===== src/rtl/source_frame_gen.sv =====
// Test-pattern frame generator: optional 2-word header, counted payload, idle gap,
// with run length, graceful stop, clear-abort and single-frame truncation.
module source_frame_gen (
  input  logic        clk,
  input  logic        pRST,
  input  logic [7:0]  source_channel,
  input  logic [15:0] source_framelen,
  input  logic [15:0] source_blanklen,
  input  logic        source_start_send,
  input  logic        source_stop_send,
  input  logic [31:0] source_totalnum,
  input  logic [31:0] source_cutnum,
  input  logic        source_headen,
  input  logic        source_clrfifo,
  output logic [31:0] out_data,
  output logic        out_valid,
  input  logic        out_ready,
  output logic        out_sof,
  output logic        out_eof,
  output logic        busy,
  output logic        done,
  output logic [31:0] frames_sent,
  output logic        cfg_err
);

  localparam logic [15:0] HEAD_SYNC = 16'hEB90;

  typedef enum logic [2:0] {StIdle, StHead0, StHead1, StData, StGap} state_e;

  state_e      state_q, state_d;
  logic        start_prev_q, stop_prev_q;
  logic [7:0]  ch_q, ch_d;
  logic [15:0] framelen_q, framelen_d;
  logic [15:0] blanklen_q, blanklen_d;
  logic [31:0] totalnum_q, totalnum_d;
  logic [31:0] cutnum_q, cutnum_d;
  logic        headen_q, headen_d;
  logic [15:0] k_q, k_d;
  logic [15:0] gap_q, gap_d;
  logic [31:0] fs_q, fs_d;
  logic        stop_pend_q, stop_pend_d;
  logic        cfg_err_q, cfg_err_d;
  logic        done_q, done_d;
  logic [31:0] out_data_q, out_data_d;
  logic        out_valid_q, out_valid_d;
  logic        out_sof_q, out_sof_d;
  logic        out_eof_q, out_eof_d;

  logic        start_edge, stop_edge, accept;
  state_e      first_state;
  logic [15:0] cur_len, next_len;

  // Truncated frame carries half the payload, but never less than one word.
  function automatic logic [15:0] frame_len(input logic [15:0] fl, input logic [31:0] cut,
                                            input logic [31:0] idx);
    logic [15:0] half;
    half = fl >> 1;
    if (cut != 32'd0 && idx == cut) return (half == 16'd0) ? 16'd1 : half;
    return fl;
  endfunction

  assign start_edge  = source_start_send & ~start_prev_q;
  assign stop_edge   = source_stop_send & ~stop_prev_q;
  assign accept      = out_valid_q & out_ready;
  assign first_state = headen_q ? StHead0 : StData;
  assign cur_len     = frame_len(framelen_q, cutnum_q, fs_q + 32'd1);

  always_ff @(posedge clk or posedge pRST) begin
    if (pRST) begin
      state_q      <= StIdle;
      start_prev_q <= 1'b0;
      stop_prev_q  <= 1'b0;
      ch_q         <= '0;
      framelen_q   <= '0;
      blanklen_q   <= '0;
      totalnum_q   <= '0;
      cutnum_q     <= '0;
      headen_q     <= 1'b0;
      k_q          <= '0;
      gap_q        <= '0;
      fs_q         <= '0;
      stop_pend_q  <= 1'b0;
      cfg_err_q    <= 1'b0;
      done_q       <= 1'b0;
      out_data_q   <= '0;
      out_valid_q  <= 1'b0;
      out_sof_q    <= 1'b0;
      out_eof_q    <= 1'b0;
    end else begin
      state_q      <= state_d;
      start_prev_q <= source_start_send;
      stop_prev_q  <= source_stop_send;
      ch_q         <= ch_d;
      framelen_q   <= framelen_d;
      blanklen_q   <= blanklen_d;
      totalnum_q   <= totalnum_d;
      cutnum_q     <= cutnum_d;
      headen_q     <= headen_d;
      k_q          <= k_d;
      gap_q        <= gap_d;
      fs_q         <= fs_d;
      stop_pend_q  <= stop_pend_d;
      cfg_err_q    <= cfg_err_d;
      done_q       <= done_d;
      out_data_q   <= out_data_d;
      out_valid_q  <= out_valid_d;
      out_sof_q    <= out_sof_d;
      out_eof_q    <= out_eof_d;
    end
  end

  always_comb begin
    state_d     = state_q;
    ch_d        = ch_q;
    framelen_d  = framelen_q;
    blanklen_d  = blanklen_q;
    totalnum_d  = totalnum_q;
    cutnum_d    = cutnum_q;
    headen_d    = headen_q;
    k_d         = k_q;
    gap_d       = gap_q;
    fs_d        = fs_q;
    stop_pend_d = stop_pend_q;
    cfg_err_d   = cfg_err_q;
    done_d      = 1'b0;
    if (source_clrfifo) begin
      state_d     = StIdle;
      stop_pend_d = 1'b0;
    end else begin
      unique case (state_q)
        StIdle: begin
          if (start_edge) begin
            if (source_framelen == 16'd0) begin
              cfg_err_d = 1'b1;
            end else begin
              ch_d       = source_channel;
              framelen_d = source_framelen;
              blanklen_d = source_blanklen;
              totalnum_d = source_totalnum;
              cutnum_d   = source_cutnum;
              headen_d   = source_headen;
              fs_d       = '0;
              cfg_err_d  = 1'b0;
              k_d        = '0;
              state_d    = source_headen ? StHead0 : StData;
            end
          end
        end
        StHead0: begin
          if (stop_edge) stop_pend_d = 1'b1;
          if (accept) state_d = StHead1;
        end
        StHead1: begin
          if (stop_edge) stop_pend_d = 1'b1;
          if (accept) begin
            state_d = StData;
            k_d     = '0;
          end
        end
        StData: begin
          if (stop_edge) stop_pend_d = 1'b1;
          if (accept) begin
            if (k_q == cur_len - 16'd1) begin
              fs_d = fs_q + 32'd1;
              // A stop edge landing on the eof beat still ends the run here.
              if ((totalnum_q != 32'd0 && fs_q + 32'd1 == totalnum_q) || stop_pend_q
                  || stop_edge) begin
                state_d     = StIdle;
                done_d      = 1'b1;
                stop_pend_d = 1'b0;
              end else if (blanklen_q == 16'd0) begin
                state_d = first_state;
                k_d     = '0;
              end else begin
                state_d = StGap;
                gap_d   = '0;
              end
            end else begin
              k_d = k_q + 16'd1;
            end
          end
        end
        StGap: begin
          if (stop_edge) begin
            state_d     = StIdle;
            done_d      = 1'b1;
            stop_pend_d = 1'b0;
          end else if (gap_q == blanklen_q - 16'd1) begin
            state_d = first_state;
            k_d     = '0;
          end else begin
            gap_d = gap_q + 16'd1;
          end
        end
        default: state_d = StIdle;
      endcase
    end
  end

  // Outputs are precomputed from next state so the registered word lines up with it.
  always_comb begin
    next_len    = frame_len(framelen_d, cutnum_d, fs_d + 32'd1);
    out_valid_d = 1'b0;
    out_data_d  = '0;
    out_sof_d   = 1'b0;
    out_eof_d   = 1'b0;
    unique case (state_d)
      StHead0: begin
        out_valid_d = 1'b1;
        out_data_d  = {HEAD_SYNC, ch_d, 8'h00};
        out_sof_d   = 1'b1;
      end
      StHead1: begin
        out_valid_d = 1'b1;
        out_data_d  = fs_d;
      end
      StData: begin
        out_valid_d = 1'b1;
        out_data_d  = {ch_d, 8'h00, k_d};
        out_sof_d   = ~headen_d & (k_d == 16'd0);
        out_eof_d   = (k_d == next_len - 16'd1);
      end
      default: ;
    endcase
  end

  assign out_data    = out_data_q;
  assign out_valid   = out_valid_q;
  assign out_sof     = out_sof_q;
  assign out_eof     = out_eof_q;
  assign busy        = (state_q != StIdle);
  assign done        = done_q;
  assign frames_sent = fs_q;
  assign cfg_err     = cfg_err_q;

endmodule


===== config.mk =====
export PLATFORM = sky130hd
export DESIGN_NAME = source_frame_gen
export DESIGN_NICKNAME = d
export VERILOG_FILES = /design/src/rtl/source_frame_gen.sv
export SDC_FILE = /design/constraint.sdc
export NUM_CORES = 1
export LEC_CHECK = 0
export ABC_AREA = 1
export CAP_MARGIN = 5
export CORE_MARGIN = 5
export CORE_UTILIZATION = 39
export CTS_BUF_LIST = sky130_fd_sc_hd__clkbuf_2
export CTS_CLUSTER_SIZE = 20
export DETAILED_ROUTE_END_ITERATION = 16
export GPL_ROUTABILITY_DRIVEN = 1
export HOLD_SLACK_MARGIN = 0.08
export PLACE_DENSITY_LB_ADDON = 0.3
export SLEW_MARGIN = 20
export SYNTH_ARGS = -nofsm -noshare
export SYNTH_HDL_FRONTEND = slang
export SYNTH_SLANG_ARGS = --single-unit

===== constraint.sdc =====
create_clock -name clk -period 16.8 [get_ports clk]
set_input_delay 5.04 -clock clk [delete_from_list [all_inputs] [get_ports clk]]
set_output_delay 5.04 -clock clk [all_outputs]
set_load 0.03 [all_outputs]

==> results.md <==
Run status:
- The run finished with clean final reports.

Floorplanning:
- The core region is ~42000 um2.
- The die covers ~46000 um2.
- The height of the die is roughly 220 um.
- The starting density of the core is about two fifths.
- The floorplan has 75 rows.
- The die extent in x is between 200 and 250 um.
- The count of pins on the block boundary is 181.

Drt:
- The wire length per cell after detailed routing is 20.5 um.
- Using the TritonRoute via totals, the vias-per-cell ratio works out to ~5.5.
- The detailed router placed 18.5k vias in this run.
- For this run, the detailed router's first-pass iteration total came to 6.
- The aggregate routed wire length is around 69 mm.
- For this run, design rule violations remaining after detail routing come to 0.
- Once detail routing completed, the nets flagged for antenna violations numbered 0.
- The detailed router's first-iteration violation count is about 1.8k.

Clocking:
- The TritonCTS clock tree is built.
- The clock passes through at most 3 buffers.
- The clock latency of the later-clocked register in the worst-skew pair is 1050 ps.
- CTS built an H-tree with a depth of 2.
- The number of gates resized after CTS was 0.
- The CTS root buffer is sky130_fd_sc_hd__clkbuf_2.
- CTS saw 212 sinks.
- In this run, post-CTS hold repair placed 0 buffers.
- The number of buffers inserted to repair setup after CTS is 0.
- After clock tree synthesis, the clock-pin slew on the worst setup and hold paths is around 90 ps.
- In this run, CTS created clock tree buffers numbering 61.

Global route:
- The number of global-route vias before repair was 18.1k.
- The remaining global-route overflow is 0.
- The maximum number of pins on one net before global-route repair is 94.
- The number of antenna violations at the first check in global routing was 1.
- The global-route wire length before repair is ~100 mm.
- The global routing usage summed across all routing layers is 28.9%.

Power:
- The share of total power dissipated in combinational logic is 38.5%.
- The power per cell area is 94.4 nW/um2.
- The register share of total power is 37.9%.
- The internal power of the cells totals 1.02 mW.
- Summed over all nets, the switching power comes to 810 uW.
- For this design the static power due to leakage is about 9.6 nW.
- In this run switching power makes up 44.3% of total power.
- The maximum vdd drop is 40.1 uV.
- The clock group share of total power is about a quarter.

Worst setup path:
- The critical path contains buffers and inverters numbering 2 combined.
- In this run the worst path has a maximum fanout of 22.
- The worst setup path category is primary input to flip-flop.
- For this run, the slowest stage of the critical path takes 910 ps.
- The data arrival at the endpoint of the critical path is 12990 ps.
- The worst setup path is captured at a flip-flop.
- The required time of the worst setup path is 17720 ps.
- The master of the slowest instance on the critical path is sky130_fd_sc_hd__nand2_1.
- The most prevalent standard cell on the critical path is sky130_fd_sc_hd__nand2_1.
- Broken down by cell family, the worst path's largest delay share belongs to simple AND/OR/NAND/NOR gates.
- The launching element type of the critical path is a primary input.

Cells and area:
- The layout has 4415 filler cells.
- In the layout the commonest cells are sky130_fd_sc_hd__nand2_1 (938), sky130_fd_sc_hd__inv_1 (325), sky130_fd_sc_hd__nor2_1 (240).
- The layout overhead on the synthesized area is 17.7%.
- In the final design database the tool counted 2913 nets.
- Cells with a size suffix above 1 make up approximately 7.9% of the layout.
- The most frequent standard cell in the layout excluding fill and tap cells is sky130_fd_sc_hd__nand2_1.
- Cells fill 46.3% of the core in the end.

Placed design:
- The total of buffers placed on input and output ports is between 150 and 200.
- The detailed-placement wirelength estimate is around 55 mm.
- At the end of routability-driven placement, the weighted congestion stood at 0.986.

Timing:
- Setup repair after global routing left no endpoint under its margin.
- The number of endpoints failing setup at the final stage is 0.
- The post-route minimum period is 12080 ps.
- The number of max-slew violations in the final report is 0.
- The pin slew with the least headroom to its limit is around 1100 ps.
- Static timing analysis puts the maximum clock frequency at 82.8 MHz.
- After layout, the worst path uses 71.9% of the clock period.
- The count of endpoints failing hold in the final timing report was 0.
- The post-route clock skew is 77.4 ps.
- Headroom to the max-slew limit came out at between 20% and 30%.
- Adding up every negative setup slack in the final design gives 0 ps.

Yosys:
- The synthesized design contains 212 register bits.
- The number of synthesized flops with an enable pin is 0.
- The most frequently used flop master after synthesis is sky130_fd_sc_hd__dfrtp_1.
- The mean instance size in the synthesized netlist is 6.34 um2.
- The async set or reset register ratio after synthesis is 100%.
- The post-synthesis net count is roughly 2.7k.
- The number of library cell types mapped by synthesis is 53.
- For this run, the register share of the synthesized area comes to 32.2%.
- Counting every instance in the synthesized netlist gives 2593.
- In this run the cell area of the synthesized design comes to 16500 um2.
- The Yosys step of the flow raised 0 warnings.

Hold path:
- The worst hold-check path type is flip-flop to flip-flop.

Flow run:
- Across the run, the number of max-cap violations was 0.
[power by group through the flow]
stage	combinational [mW]	clock, mW	sequential [mW]
5_1_grt	0.785	0.470	0.701
6_report	0.703	0.432	0.693
4_1_cts	0.697	0.443	0.692
3_3_place_gp	0.685	0	0.700
3_5_place_dp	0.693	0	0.701
2_1_floorplan	0.477	0	0.676
[routing by layer]
layer,global-route usage [%],wire [um],vias to the layer above
met5,0,0,-
met4,13.1,3370,0
met3,4.67,4990,190
met2,49.4,33100,839
met1,36.0,27700,8699
li1,-,-,8776
[synthesized netlist by cell type (8+ instances only)]
library cell               instances  area (um2)
sky130_fd_sc_hd__nor4_1           30         188
sky130_fd_sc_hd__nand2_2          35         219
sky130_fd_sc_hd__o22ai_1          22         138
sky130_fd_sc_hd__inv_1           326        1220
sky130_fd_sc_hd__clkbuf_1         32         120
sky130_fd_sc_hd__a31oi_1           8        50.1
sky130_fd_sc_hd__nand3b_1          9        67.6
sky130_fd_sc_hd__a21oi_1          32         160
sky130_fd_sc_hd__nor2_4           15         169
sky130_fd_sc_hd__xnor2_1          16         140
sky130_fd_sc_hd__nand3_1         215        1080
sky130_fd_sc_hd__xor2_1           60         526
sky130_fd_sc_hd__o211ai_1         23         173
sky130_fd_sc_hd__nand2_1         938        3520
sky130_fd_sc_hd__nor2_1          241         905
sky130_fd_sc_hd__o21ai_0         126         631
sky130_fd_sc_hd__buf_1             8        30.0
sky130_fd_sc_hd__nand4_1          82         513
sky130_fd_sc_hd__nor2_2           24         150
sky130_fd_sc_hd__nor3_1           22         110
sky130_fd_sc_hd__dfrtp_1         212        5310
sky130_fd_sc_hd__inv_2            16        60.1
sky130_fd_sc_hd__ha_1              8         100
[worst reg2reg max path: cells and delay by family, from the launching register on]
kind	cells	cell delay, ps
AND/OR/NAND/NOR	45	7990
adder cells (fa/ha/maj)	3	890
flip-flops	1	690
buffers and inverters	2	600
AO/OA/AOI/OAI	2	220
[cells by family after synthesis]
family | after synthesis | synth area share [%]
AO/OA/AOI/OAI | 250 | 8.84
XOR/XNOR | 78 | 4.32
adder cells (fa/ha/maj) | 8 | 0.608
buffers and inverters | 400 | 9.56
flip-flops | 212 | 32.2
AND/OR/NAND/NOR | 1645 | 44.4
[area by class of cell]
cell class	instances	area (um2)	area share, %
Tap cell	539	674	3.48
Multi-Input combinational cell	1981	9580	49.5
Clock inverter	25	179	0.924
Inverter	346	1310	6.75
Timing Repair Buffer	192	1890	9.77
Antenna cell	1	2.50	0.0129
Sequential cell	212	5310	27.4
Clock buffer	85	425	2.20
[flip-flops by register name, summed over array words and instances, names as in the netlist, 3 cells and up]
name and flops:
ch_q 8, gap_q 16, cutnum_q 32, framelen_q 16
state_q 3, blanklen_q 16, k_q 16, totalnum_q 32
frames_sent 32, out_data 32
[path summary, 6_finish.rpt]
check / startpoint / to / slack, ps / cells past startpoint
worst max-delay path: source_framelen[1] / out_eof / 4720 / 33
worst min-delay path: ch_q[3] / ch_q[3] / 500 / 2
worst max register to register: frames_sent[0] / out_eof / 6290 / 52
worst min register to register: ch_q[3] / ch_q[3] / 500 / 2
max in group asynchronous: pRST / frames_sent[10] / 10080 / 4
min in group asynchronous: pRST / state_q[2] / 4520 / 2
[metrics by stage]
step | total power, mW | std cells | hold WS, ps | setup slack [ps] | area [um2]
6_report | 1.83 | 3381 | 503 | 4720 | 19400
5_1_grt | 1.96 | 3381 | 517 | 4280 | 19400
4_1_cts | 1.83 | 3380 | 498 | 5040 | 19400
3_5_place_dp | 1.39 | 3270 | 475 | 3990 | 18800
3_3_place_gp | 1.39 | 3270 | 473 | 4150 | 18800
2_1_floorplan | 1.15 | 2593 | 453 | 5970 | 16500
(Power assumes the default switching activity.)
==> RTL change 1, RTL diff (same flow settings) <==
Re-encode `state_e` (5 states) as one-hot, 5 bits wide.
--- a/src/rtl/source_frame_gen.sv
+++ b/src/rtl/source_frame_gen.sv
@@ -26,5 +26,5 @@
   localparam logic [15:0] HEAD_SYNC = 16'hEB90;
 
-  typedef enum logic [2:0] {StIdle, StHead0, StHead1, StData, StGap} state_e;
+  typedef enum logic [4:0] {StIdle = 5'b00001, StHead0 = 5'b00010, StHead1 = 5'b00100, StData = 5'b01000, StGap = 5'b10000} state_e;
 
   state_e      state_q, state_d;
Behaviour: no difference found for any inputs over 4 cycles, from zero or initial values and one cycle with pRST high; so few cycles prove little.
==> RTL change 1 against the unedited design <==
- core utilization is 0.17 points higher
- sequential cell count is 2 higher
- register-to-register slack gained 470 ps
- synthesized area increased by 1.6%
- sequential power rose by 2%
- non-clock buffer count fell by 2
- hold slack gained 6.1 ps
- cell area increased by 1.0%
- total power increased by 0.86%
- setup slack better by 1400 ps
- routed wire length fell by 0.49%
- clock skew grew 43 ps
- largest cell class unchanged
==> RTL change 1: results (changes against the unedited design) <==
Outcome
  • Status: completed

Timing
  • Fmax: 93.4 MHz (+13%)
  • Worst relative slew slack: 15.0% (-8.8 points)
  • Final worst clock skew: 121 ps (+43.4 ps)

Placed design
  • Final GP Congestion: 1.02 (+3.3%)
  • Dpl ws: 5230 ps (+1240 ps)
  • Placed Instance Area: 0.0190 mm2 (+1.5%)
  • Post-DP HPWL: 54,900 um (-0.91%)

GRT
  • Gr usage total: 28.5% (-0.43 points)
  • Vias in the first global route: 18,277 (+1.2%)

Final layout
  • Filler instances: 4,407 (-0.18%)
  • Layout cells sized above 1: 7.27% (-0.65 points)
  • Nets: 2,992 (+2.7%)

Yosys
  • Synth area leaders: dfrtp_1 32%, nand2_1 23%, inv_1 7.7%
  • Register area share after synthesis: 32.0% (-0.21 points)
  • Commonest cells in the netlist: 1,008 x nand2_1, 344 x inv_1, 244 x nor2_1, 218 x nand3_1, 213 x dfrtp_1
  • Yosys cell types: 61 (+15%)
  • Avg Cell Area, Syn: 6.25 um2 (-1.5%)

Clocking
  • CTS clk-pin slew, worst paths: 120 ps (+30 ps)

Setup path
  • CP max FO: 95 (+330%)
  • Worst stage delay on the critical path: 850 ps (-60 ps)
  • Crit-path slowest cell: buf_4
  • WP data arrival: 11,640 ps (-1350 ps)

Routing
  • Via density: 5.42 (-1.0%)
  • WL final: 68,800 um (-0.49%)
  • Vias post-DR: 18,738 (+1.3%)

Pwr
  • Peak supply drop: 44.3 uV (+10%)
  • Leak pwr: 9.68 nW (+1.1%)
-- RTL change 1: layer usage --
metal	global-route usage (%)	vias to the layer above	routed length, um
met2	46.4	882	31500
met1	36.2	8688	27700
met4	12.6	0	3390
li1	-	8982	-
met3	6.59	186	6210
met5	0	-	0
-- RTL change 1: area by class of cell --
cell class | count | area share [%]
sequential | 214 | 27.4
clock inverter | 22 | 0.441
clock buffer | 84 | 2.15
multi-input combinational | 2040 | 49.9
tap | 539 | 3.45
timing repair buffer | 190 | 9.59
antenna | 4 | 0.0512
inverter | 366 | 7.09
-- RTL change 1: cell families after synthesis --
| kind of cell | after synthesis | synth area share [%] |
|---|---|---|
| AND/OR/NAND/NOR | 1727 | 45.4 |
| buffers and inverters | 421 | 9.70 |
| AO/OA/AOI/OAI | 219 | 7.70 |
| flip-flops | 214 | 32.0 |
| XOR/XNOR | 86 | 4.59 |
| adder cells (fa/ha/maj) | 8 | 0.599 |
-- RTL change 1: through the flow --
stage	hold slack [ps]	power, mW
finish	510	1.84
detailed placement	487	1.46
floorplan	464	1.21
CTS	509	1.84
global placement	496	1.45
global route	557	1.98
-- RTL change 1: final timing paths --
path,endpoint,depth (start not counted),startpoint
min,ch_q[3],2,ch_q[3]
max reg2reg,out_eof,53,frames_sent[1]
min reg2reg,ch_q[3],2,ch_q[3]
min in group asynchronous,out_data[21],2,pRST
max,out_eof,31,source_framelen[0]
max in group asynchronous,frames_sent[1],3,pRST
-- RTL change 1: power breakdown --
| group | internal (mW) | total [mW] | switching, mW |
|---|---|---|---|
| Combinational | 0.249 | 0.754 | 0.505 |
| Sequential | 0.610 | 0.710 | 0.0996 |
| Clock | 0.135 | 0.380 | 0.245 |
| Total | 0.995 | 1.84 | 0.849 |
==> RTL change 2, RTL diff (same flow settings) <==
Made on the original files. Put one more register stage on the output `cfg_err`, cleared by the reset. The value now appears one clock later. The other outputs are not delayed to match.
--- a/src/rtl/source_frame_gen.sv
+++ b/src/rtl/source_frame_gen.sv
@@ -232,5 +232,11 @@
   assign done        = done_q;
   assign frames_sent = fs_q;
-  assign cfg_err     = cfg_err_q;
+  always_ff @(posedge clk or posedge pRST) begin
+    if (pRST) begin
+      cfg_err <= '0;
+    end else begin
+      cfg_err <= cfg_err_q;
+    end
+  end
 
 endmodule
Function: changed (Yosys sat finds a counterexample within 4 cycles, from zero or initial values and one cycle with pRST high).
==> RTL change 2 against the unedited design <==
- the flow now finishes with violations (DRC)
- clock skew increased by 82 ps
- setup slack improved by 520 ps
- critical path depth unchanged
- synthesized cell count about the same
- synthesized area increased by 0.15%
- routed wire length decreased by 0.20%
- global-route usage decreased by 0.14 points
- non-clock buffer count decreased by 1
- total power decreased by 2.3%
- cell area decreased by 0.22%
- sequential cell count increased by 1
- critical path type unchanged
- critical endpoint unchanged
- largest cell class unchanged
- largest power group unchanged
==> RTL change 2: results (changes against the unedited design) <==
GRT
  • GR met1 Demand/Resource: 36.6% (+0.56 points)
  • First-pass GRT wire length: 103,000 um (-1.6%)
  • Initial antenna violation count: 3 (+2)
  • Largest net degree at the start of global routing: 92 (-2.1%)
  • Met2 Use GR: 48.1% (-1.2 points)
  • Met3 usage: 4.64% (-0.028 points)
  • Gr usage total: 28.7% (-0.14 points)

Outcome
  • Failing checks: DRC
  • Status: finished with violations

Clocking
  • CTS Buf Count: 59 (-3.3%)
  • CTS clk-pin slew, worst paths: 110 ps (+20 ps)

Final layout
  • Filler instances: 4,465 (+1.1%)
  • Layout cells sized above 1: 7.97% (+0.052 points)
  • Nets: 2,911 (-0.069%)
  • Register area: 0.00533 mm2 (+0.47%)

Timing
  • Period utilization: 68.8% (-3.1 points)
  • Final worst clock skew: 159 ps (+81.8 ps)
  • Worst relative slew slack: 24.7% (+0.86 points)

Placed design
  • Dpl ws: 4420 ps (+434 ps)
  • Final GP Congestion: 1.02 (+3.0%)
  • Buffers on Ports: 180 (unchanged)
  • Post-DP HPWL: 55,300 um (about the same)

Routing
  • DRC: 1 (+1)
  • DRT iter0 DRCs: 1,573 (-12%)
  • Vias post-DR: 18,474 (-0.16%)
  • Met3 WL: 4820 um (-3.4%)
  • WL final: 69,000 um (-0.20%)
  • Detail Route Antenna Nets: 0 (unchanged)
  • DR WL met2: 32,400 um (-2.1%)
  • Top Metal Used: met5

Yosys
  • XOR/XNOR Fraction of Synth Area: 4.31% (-0.0066 points)
  • Async SR Flop Fraction: 100% (unchanged)
  • Synth Area in Compound Gates: 8.82% (-0.013 points)
  • Synth area leaders: dfrtp_1 32%, nand2_1 21%, inv_1 7.4%
  • Post-synth EDFFs: 0 (unchanged)
  • Post-Synth Adder-Cell Area: 0.608% (-0.00092 points)
  • Commonest cells in the netlist: 938 x nand2_1, 326 x inv_1, 241 x nor2_1, 215 x nand3_1, 213 x dfrtp_1
  • Register area share after synthesis: 32.4% (+0.10 points)
  • Share of the synthesized area in the top cell type: 32.4% (+0.10 points)

Setup path
  • Worst r2r src: frames_sent[12]
  • Crit-path slowest cell: nor4_1
  • Reg2Reg Depth: 51 (-1.9%)
  • Worst stage delay on the critical path: 860 ps (-50 ps)
  • R2R setup slack: 6750 ps (+460 ps)
  • WP data arrival: 12,530 ps (-460 ps)

Hold path
  • Hold Path End: cfg_err
  • Hold Path Cell Cnt: 0 (-2)

Pwr
  • Peak supply drop: 47.6 uV (+19%)
  • Leak pwr: 9.55 nW (-0.20%)
  • Sw Pwr: 791 uW (-2.4%)
  • Comb pwr share: 39.5% (+1.0 points)
## RTL change 2: changes by cell type after synthesis
cell	change
dfrtp_1	+1
## RTL change 2: area by class of cell
class / count / area share, %
Clock inverter: 14 / 0.447
Multi-Input combinational cell: 1981 / 49.6
Sequential cell: 213 / 27.6
Tap cell: 539 / 3.49
Inverter: 346 / 6.77
Antenna cell: 3 / 0.0389
Clock buffer: 90 / 2.33
Timing Repair Buffer: 191 / 9.75
## RTL change 2: stage by stage
step | cell area [um2] | std cells | power [mW] | hold WS (ps)
after floorplan | 16500 | 2594 | 1.16 | 354
after global placement | 18800 | 3270 | 1.39 | 440
after detailed placement | 18800 | 3270 | 1.40 | 448
after CTS | 19300 | 3374 | 1.80 | 467
after global routing | 19300 | 3377 | 1.92 | 477
final | 19300 | 3377 | 1.79 | 456
